<file path="src/rtl/apb_req_arb.sv">
// apb_req_arb: round-robin arbiter sharing one APB4 completer port among NUM_REQ requesters, with an ACCESS watchdog.
// Ports: axilite_clk / axilite_rst (sync, active-high); s_psel/s_penable/s_pwrite and flattened s_paddr/s_pwdata/s_pstrb/s_pprot
// per requester (slice i at [i*W +: W]); s_pready one-hot completion pulse with shared s_prdata/s_pslverr; m_* shared
// completer port; busy = transfer in flight; gnt_idx = current or last grant; tmo_cnt = saturating count of watchdog terminations.
module apb_req_arb #(
  parameter int NUM_REQ = 2,
  parameter int ADDR_W  = 32,
  parameter int DATA_W  = 32,
  parameter int TIMEOUT = 255
) (
  input  logic                          axilite_clk,
  input  logic                          axilite_rst,
  input  logic [NUM_REQ-1:0]            s_psel,
  input  logic [NUM_REQ-1:0]            s_penable,
  input  logic [NUM_REQ-1:0]            s_pwrite,
  input  logic [NUM_REQ*ADDR_W-1:0]     s_paddr,
  input  logic [NUM_REQ*DATA_W-1:0]     s_pwdata,
  input  logic [NUM_REQ*DATA_W/8-1:0]   s_pstrb,
  input  logic [NUM_REQ*3-1:0]          s_pprot,
  output logic [NUM_REQ-1:0]            s_pready,
  output logic [DATA_W-1:0]             s_prdata,
  output logic                          s_pslverr,
  output logic                          m_psel,
  output logic                          m_penable,
  output logic                          m_pwrite,
  output logic [ADDR_W-1:0]             m_paddr,
  output logic [DATA_W-1:0]             m_pwdata,
  output logic [DATA_W/8-1:0]           m_pstrb,
  output logic [2:0]                    m_pprot,
  input  logic                          m_pready,
  input  logic                          m_pslverr,
  input  logic [DATA_W-1:0]             m_prdata,
  output logic                          busy,
  output logic [2:0]                    gnt_idx,
  output logic [15:0]                   tmo_cnt
);
  localparam int STRB_W = DATA_W/8;
  typedef enum logic [1:0] {IDLE, SETUP, ACCESS, RESP} state_t;
  state_t state, state_n;
  logic [2:0] rr_ptr, pick;
  logic [3:0] idx;
  logic [7:0] req;
  logic any, wd_done, done;
  logic [15:0] wd_cnt;
  logic g_wr;
  logic [ADDR_W-1:0] g_addr;
  logic [DATA_W-1:0] g_wdata;
  logic [STRB_W-1:0] g_strb;
  logic [2:0] g_prot;
  // Scan offsets from high to low so the last hit, i.e. the lowest offset from rr_ptr, wins.
  always_comb begin
    req = 8'(s_psel);
    any = 1'b0;
    pick = '0;
    idx = '0;
    for (int k = NUM_REQ - 1; k >= 0; k--) begin
      idx = 4'(rr_ptr) + 4'(k);
      idx = idx >= 4'(NUM_REQ) ? idx - 4'(NUM_REQ) : idx;
      if (req[idx[2:0]]) begin
        any = 1'b1;
        pick = idx[2:0];
      end
    end
  end
  always_comb begin
    g_wr = 1'b0;
    g_addr = '0;
    g_wdata = '0;
    g_strb = '0;
    g_prot = '0;
    for (int k = 0; k < NUM_REQ; k++) begin
      if (pick == 3'(k)) begin
        g_wr = s_pwrite[k];
        g_addr = s_paddr[k*ADDR_W +: ADDR_W];
        g_wdata = s_pwdata[k*DATA_W +: DATA_W];
        g_strb = s_pstrb[k*STRB_W +: STRB_W];
        g_prot = s_pprot[k*3 +: 3];
      end
    end
  end
  assign wd_done = wd_cnt == 16'(TIMEOUT - 1);
  assign done = state == ACCESS && (m_pready || wd_done);
  assign busy = state != IDLE;
  always_comb begin
    state_n = state == IDLE   ? (any ? SETUP : IDLE) :
              state == SETUP  ? ACCESS :
              state == ACCESS ? (done ? RESP : ACCESS) : IDLE;
  end
  always_ff @(posedge axilite_clk) begin
    if (axilite_rst) begin
      state <= IDLE;
      rr_ptr <= '0;
      gnt_idx <= '0;
      tmo_cnt <= '0;
      wd_cnt <= '0;
      m_psel <= 1'b0;
      m_penable <= 1'b0;
      m_pwrite <= 1'b0;
      m_paddr <= '0;
      m_pwdata <= '0;
      m_pstrb <= '0;
      m_pprot <= '0;
      s_pready <= '0;
      s_prdata <= '0;
      s_pslverr <= 1'b0;
    end else begin
      state <= state_n;
      s_pready <= '0;
      wd_cnt <= '0;
      if (state == IDLE && any) begin
        m_psel <= 1'b1;
        m_pwrite <= g_wr;
        m_paddr <= g_addr;
        m_pwdata <= g_wdata;
        m_pstrb <= g_strb;
        m_pprot <= g_prot;
        gnt_idx <= pick;
        rr_ptr <= pick == 3'(NUM_REQ - 1) ? 3'd0 : pick + 3'd1;
      end
      if (state == SETUP) m_penable <= 1'b1;
      if (state == ACCESS) wd_cnt <= wd_cnt + 16'd1;
      // A real response beats the watchdog when both land in the same cycle.
      if (done) begin
        m_psel <= 1'b0;
        m_penable <= 1'b0;
        s_pready <= NUM_REQ'(1) << gnt_idx;
        s_prdata <= m_pready && !m_pwrite ? m_prdata : '0;
        s_pslverr <= m_pready ? m_pslverr : 1'b1;
        if (!m_pready && tmo_cnt != 16'hFFFF) tmo_cnt <= tmo_cnt + 16'd1;
      end
    end
  end
endmodule
</file>
<file path="config.mk">
export PLATFORM = sky130hd
export DESIGN_NAME = apb_req_arb
export DESIGN_NICKNAME = d
export VERILOG_FILES = /design/src/rtl/apb_req_arb.sv
export SDC_FILE = /design/constraint.sdc
export NUM_CORES = 1
export LEC_CHECK = 0
export BUFFER_PORTS_ARGS = -buffer_cell sky130_fd_sc_hd__buf_2
export CAP_MARGIN = 5
export CORE_AREA = 5 5 121 123
export CTS_BUF_LIST = sky130_fd_sc_hd__clkbuf_8
export CTS_CLUSTER_SIZE = 25
export DETAILED_ROUTE_END_ITERATION = 8
export DIE_AREA = 0 0 126 128
export GPL_ROUTABILITY_DRIVEN = 0
export HOLD_SLACK_MARGIN = 0.08
export MAX_ROUTING_LAYER = met4
export PLACE_DENSITY_LB_ADDON = 0.12
export SLEW_MARGIN = 25
export SYNTH_ARGS = -nofsm -noshare
export SYNTH_HDL_FRONTEND = slang
export SYNTH_SLANG_ARGS = --single-unit
export TNS_END_PERCENT = 10
</file>
<file path="constraint.sdc">
create_clock -name axilite_clk -period 2.3 [get_ports axilite_clk]
set_input_delay 0.23 -clock axilite_clk [delete_from_list [all_inputs] [get_ports axilite_clk]]
set_output_delay 0.23 -clock axilite_clk [all_outputs]
set_load 0.01 [all_outputs]
</file>
# Word level (Yosys, flattened, before mapping)

Index checks and enable logic that the tools add are counted.

Memory bits (read-only): 0
Memories: 0
Input port bits: 184
Logic and storage cells: 75
Output and inout port bits: 129
Memory bits (writable): 0
Register bits after elaboration: 149
Bits in latches: 0

Multipliers: 0
Reductions and logical operators: 14
Add/subtract/negate cells: 6
Multiplexer cells: 28
Equality and inequality tests: 5
Order comparisons: 4
Divide/modulo/power cells: 0
Bitwise operators: 2
Shift operators: 1

Operators by type and width:

| cell                                                               | count |
|---|---|
| 2-to-1 mux 32 bit                                                  | 5 |
| adder 16 x 1 -> 16 bit (second input constant)                     | 2 |
| 2-to-1 mux 3 bit                                                   | 7 |
| equality test 16 x 8 -> 1 bit (second input constant)              | 1 |
| inequality test 16 bit (second input constant)                     | 1 |
| 2-to-1 mux 1 bit                                                   | 9 |
| < comparator 3 x 4 -> 1 bit (second input constant)                | 2 |
| 2-to-1 mux 4 bit                                                   | 2 |
| binary-select mux 1 bit (select 3 bit)                             | 2 |
| 2-to-1 mux 2 bit                                                   | 3 |
| OR reduction 2 bit                                                 | 3 |
| subtractor 3 x 2 -> 3 bit (second input constant)                  | 2 |
| adder 3 x 1 -> 4 bit (second input constant)                       | 1 |
| greater-or-equal comparator 4 x 2 -> 1 bit (second input constant) | 1 |
| logical AND 1 bit                                                  | 4 |
| adder 3 x 1 -> 3 bit (second input constant)                       | 1 |
| equality test 3 x 1 -> 1 bit (second input constant)               | 1 |
| greater-or-equal comparator 3 x 2 -> 1 bit (second input constant) | 1 |
| zero test 3 bit                                                    | 1 |
| left shift 1 x 3 -> 2 bit (first input constant)                   | 1 |
| equality test 2 x 1 -> 1 bit (second input constant)               | 1 |
| equality test 2 bit (second input constant)                        | 1 |
| zero test 1 bit                                                    | 2 |
| zero test 2 bit                                                    | 1 |
| other kinds (4)                                                    | 5 |

# Logic depth before layout (Yosys ltp)

Depth after elaboration: 10
Depth in mapped cells: 10
Mapped depth without buffers: 7

# Worst setup path after synthesis

Ideal clock, no wire load.

Kind: register to register
Start: register rr_ptr[1]
End: register m_paddr[24]
Path buffers: 3
Setup time: 0.142 ns
Clock period less this slack: 2.088 ns
Path slack: 0.212 ns
Data required time: 2.158 ns
Cell stages (with the launch flop): 10
Data arrival time: 1.945 ns
Cells stage by stage: dfxtp_1 > inv_1 > ha_1 > o21a_1 > nor4b_1 > o21a_1 > buf_2 > buf_2 > clkbuf_1 > a311oi_1

Cells in the longest elaborated chain, start to end: 10
Elaborated cells on any way between the ends: 20
Classes of those cells: add/sub (3); order compare (2); eq/ne (1); mux (12); reduce/logical (2)

Ends and longest elaborated chain:

| item                                                                                    | RTL line | text |
|---|---|---|
| start: declaration                                                                      | 40       | `logic [2:0] rr_ptr, pick;` |
| start signal: assignment                                                                | 118      | `rr_ptr <= pick == 3'(NUM_REQ - 1) ? 3'd0 : pick + 3'd1;` |
| adder 3 x 1 -> 4 bit                                                                    | 57       | `idx = 4'(rr_ptr) + 4'(k);` |
| greater-or-equal comparator 4 x 2 -> 1 bit or subtractor 3 x 2 -> 3 bit (tied branches) | 58       | `idx = idx >= 4'(NUM_REQ) ? idx - 4'(NUM_REQ) : idx;` |
| 2-to-1 mux 3 bit                                                                        | 58       |  |
| binary-select mux 1 bit (select 3 bit)                                                  | 59       | `if (req[idx[2:0]]) begin` |
| 2-to-1 mux 1 bit (implied by the code)                                                  | 59       |  |
| 2-to-1 mux 3 bit (2 in a row)                                                           | 59       |  |
| zero test 3 bit                                                                         | 72       | `if (pick == 3'(k)) begin` |
| 2-to-1 mux 32 bit (2 in a row)                                                          | 72       |  |
| end signal: assignment                                                                  | 113      | `m_paddr <= g_addr;` |
| end: declaration                                                                        | 26       | `output logic [ADDR_W-1:0] m_paddr,` |

Parallel ways exist; a longest one is shown, timed or not. The select of a mux whose other input is x is not followed.
A chain may end at the register's enable or synchronous reset.

# Worst setup path in the final report

Start: register rr_ptr[1]
End: register m_pwdata[26]

Cells in the longest elaborated chain, start to end: 10
Elaborated cells on any way between the ends: 20
Classes of those cells: add/sub (3); order compare (2); eq/ne (1); mux (12); reduce/logical (2)

Ends and longest elaborated chain:

| item                                                                                    | RTL line | text |
|---|---|---|
| adder 3 x 1 -> 4 bit                                                                    | 57       |  |
| greater-or-equal comparator 4 x 2 -> 1 bit or subtractor 3 x 2 -> 3 bit (tied branches) | 58       |  |
| 2-to-1 mux 3 bit                                                                        | 58       |  |
| binary-select mux 1 bit (select 3 bit)                                                  | 59       |  |
| 2-to-1 mux 1 bit (implied by the code)                                                  | 59       |  |
| 2-to-1 mux 3 bit (2 in a row)                                                           | 59       |  |
| zero test 3 bit                                                                         | 72       |  |
| 2-to-1 mux 32 bit (2 in a row)                                                          | 72       |  |
| end signal: assignment                                                                  | 114      | `m_pwdata <= g_wdata;` |
| end: declaration                                                                        | 27       | `output logic [DATA_W-1:0] m_pwdata,` |

Parallel ways exist; a longest one is shown, timed or not. The select of a mux whose other input is x is not followed.

==> impl_metrics.ini <==
[outcome]
status = complete, no violations

[setup_path]
r2r_slack_ns = 0.002
max_stage_delay_ns = 0.38
slowest_stage = dfxtp_2
critPathMaxFanout = 46
path_cells = inv_1 > ha_2 > o21a_1 > nor3_2 > buf_4 > nor2_4 > buf_12 > nand2_1 > a311oi_2
cp.arrival_ns = 2.63
crit_required_ns = 2.64
start_kind = flip-flop
crit_path_end_kind = flip-flop
path_delay_family = compound AO/OA/AOI/OAI gates
timing_worst_setup_path_type = reg -> reg
worst-path-buf-inv = 3

[placed_design]
io_buffers = 310
dpl-instance-area_um2 = 7970
hpwl_mm = 14.1

[run]
maxCapViolations = 0

[sta]
slew_headroom_pct = 46.3
hold_viol = 0
min_period_ns = 2.30
slew_viol_final = 0
max_freq_ghz = 0.435
post-route-period-util_pct = 99.9
setup_viol = 0
skew_ns = 0.0131
worst_pin_slew_ns = 0.803

[yosys]
yosys_warnings = 0
ys_seq_area_share_pct = 48.5
yosys.area.top_type = dfxtp_1
syn_avg_cell_area_um2 = 8.68
yosysMostFrequentCell = nand2_1
synthDistinctLibCells = 44
syn-num-nets = 901
syn_area_um2 = 6150
synth.ff_latch_count = 149
synthTopCellsByCount = nand2_1 (157), dfxtp_1 (149), nor2_1 (112), a311oi_1 (72), clkbuf_1 (37)
synth_edf_count = 0
async_flop_share_pct = 0
synthCells = 709
ys.flop_type = dfxtp_1
ys_top_cells_by_area = dfxtp_1 (48%), a311oi_1 (10%), nand2_1 (9.6%)
yosysTopAreaCellShare_pct = 48.5

[floorplan]
num_rows = 43
die_y_um = 128
start_util_pct = 45.4
dieArea_um2 = 16100
num_io_pins = 313
coreArea_um2 = 13600
die_w_um = 126

[finish]
multiInputGateArea_um2 = 3010
finish.instance_area_um2 = 10400
fin_nets = 1385
syn_to_final_growth_pct = 69.1
drive_gt1_share_pct = 33.0
regArea_um2 = 2980
nFillCells = 892

[pwr]
power_mw = 8.91
ir_worst_vdd_mv = 0.494
powerDensity_nw_per_um2 = 856
p_leak_nw = 4.74

[cts]
insertion_delay_ns = 0.45
cts_tree = done
clockBufferDepth = 2
root_buffer = clkbuf_8
htreeDepth = 4
clkTransAtPathRegs_ns = 0.08
numCtsBuffers = 17
numClockSinks = 149

[hold_path]
hp-class = in -> reg

[global_routing]
track_usage_pct = 29.6
grt_max_degree = 69
grt_pass1_wl_mm = 37.5
grt_pass1_vias = 7531
overflow = 0
antenna_found_initial = 1

[routing]
vias = 7562
remaining_drc_errors = 0
drt_wl_total_mm = 25.6
drtIter0Drc = 575
first_pass_iters = 5
ant_nets = 0
viasPerCell = 5.45
post_drt_wl_per_cell_um = 18.5
==> power breakdown <==
group	internal [mW]	leakage (nW)	total [mW]	switching, mW
logic	1.50	3.32	3.44	1.94
clock network	1.11	0.206	2.16	1.05
registers	3.04	1.22	3.30	0.263
==> area by class of cell <==
| type | count | area share [%] |
|---|---|---|
| repair buffers | 517 | 35.7 |
| multi-input cells | 497 | 28.9 |
| flip-flops and latches | 149 | 28.7 |
| clock buffers | 18 | 2.38 |
| well taps | 180 | 2.17 |
| clock inverters | 14 | 1.68 |
| inverters | 11 | 0.397 |
| diodes | 1 | 0.0241 |
==> layer usage <==
layer  share of wire, %  global-route usage [%]  up-vias  wire (um)
li1                   -                       -     3472          -
met1                 36                    32.9     3493       9250
met2                 49                    48.4      458      12600
met3                9.0                    8.08      139       2310
met4                5.9                    16.5        0       1510
met5                  0                       -        -          0
==> stage by stage <==
stage | setup TNS, ns | instances | utilization (%) | hold WS (ns) | worst slack, ns
6_report | 0 | 1387 | 76.7 | 0.202 | 0.00213
5_1_grt | -0.113 | 1387 | 76.7 | 0.191 | -0.0489
4_1_cts | 0 | 1377 | 75.0 | 0.162 | 0.00508
3_5_place_dp | 0 | 1168 | 58.8 | 0.443 | 0.0646
3_3_place_gp | 0 | 1168 | 58.8 | 0.439 | 0.141
2_1_floorplan | 0 | 709 | - | 0.356 | 0.212
==> kinds of logic after synthesis <==
logic type / Yosys count / share of synthesized area [%]
compound gates: 134 / 18.3
fa+ha+maj: 8 / 1.63
mux: 3 / 0.488
simple gates: 328 / 23.4
flops: 149 / 48.5
xor+xnor: 23 / 3.27
buf+inv: 64 / 4.51
==> cells in the final DEF (no fill, tap or decap), types with 4 or more instances in the layout <==
master         count
a2111oi_0          6
a21oi_1            8
a22o_1            32
a311oi_1          65
a311oi_2           7
and2_1             4
buf_12             7
buf_2            309
buf_4             19
clkbuf_16          4
clkbuf_8          18
clkinv_4           4
dfxtp_1          148
dlygate4sd3_1    177
ha_1               7
inv_1             11
nand2_1          157
nand3_1            9
nand4_1            6
nor2_1           110
nor4_1             5
o21a_1             4
o21ai_0            6
or3_1              6
xnor2_1           17
xor2_1             6
==> worst min-delay path: stages <==
cell and delay, ns:
buf_2 0.15, nand2_1 0.08, nor2_1 0.03, nor3_1 0.10
==> registers in the layout, indices dropped and copies added, names as in the netlist <==
signal	cells
gnt_idx	3
m_paddr	32
m_penable	1
m_pprot	3
m_psel	1
m_pstrb	4
m_pwdata	32
m_pwrite	1
rr_ptr	3
s_prdata	32
s_pready	2
s_pslverr	1
state	2
tmo_cnt	16
wd_cnt	16
==> final timing paths <==
path         cells after the start      start           end
max                              9  rr_ptr[1]  m_pwdata[26]
min                              4   m_pready     s_pslverr
max reg2reg                      9  rr_ptr[1]  m_pwdata[26]
min reg2reg                      1     m_psel        m_psel
==> what timing repair did <==
item                                    CTS  global route
gates resized for setup                   0            18
hold buffers                            177             0
buffers inserted                          0             4
endpoints found under the setup margin    0            73
hold endpoints to repair                105             0
No activity file was read; power rests on OpenSTA's default activity.
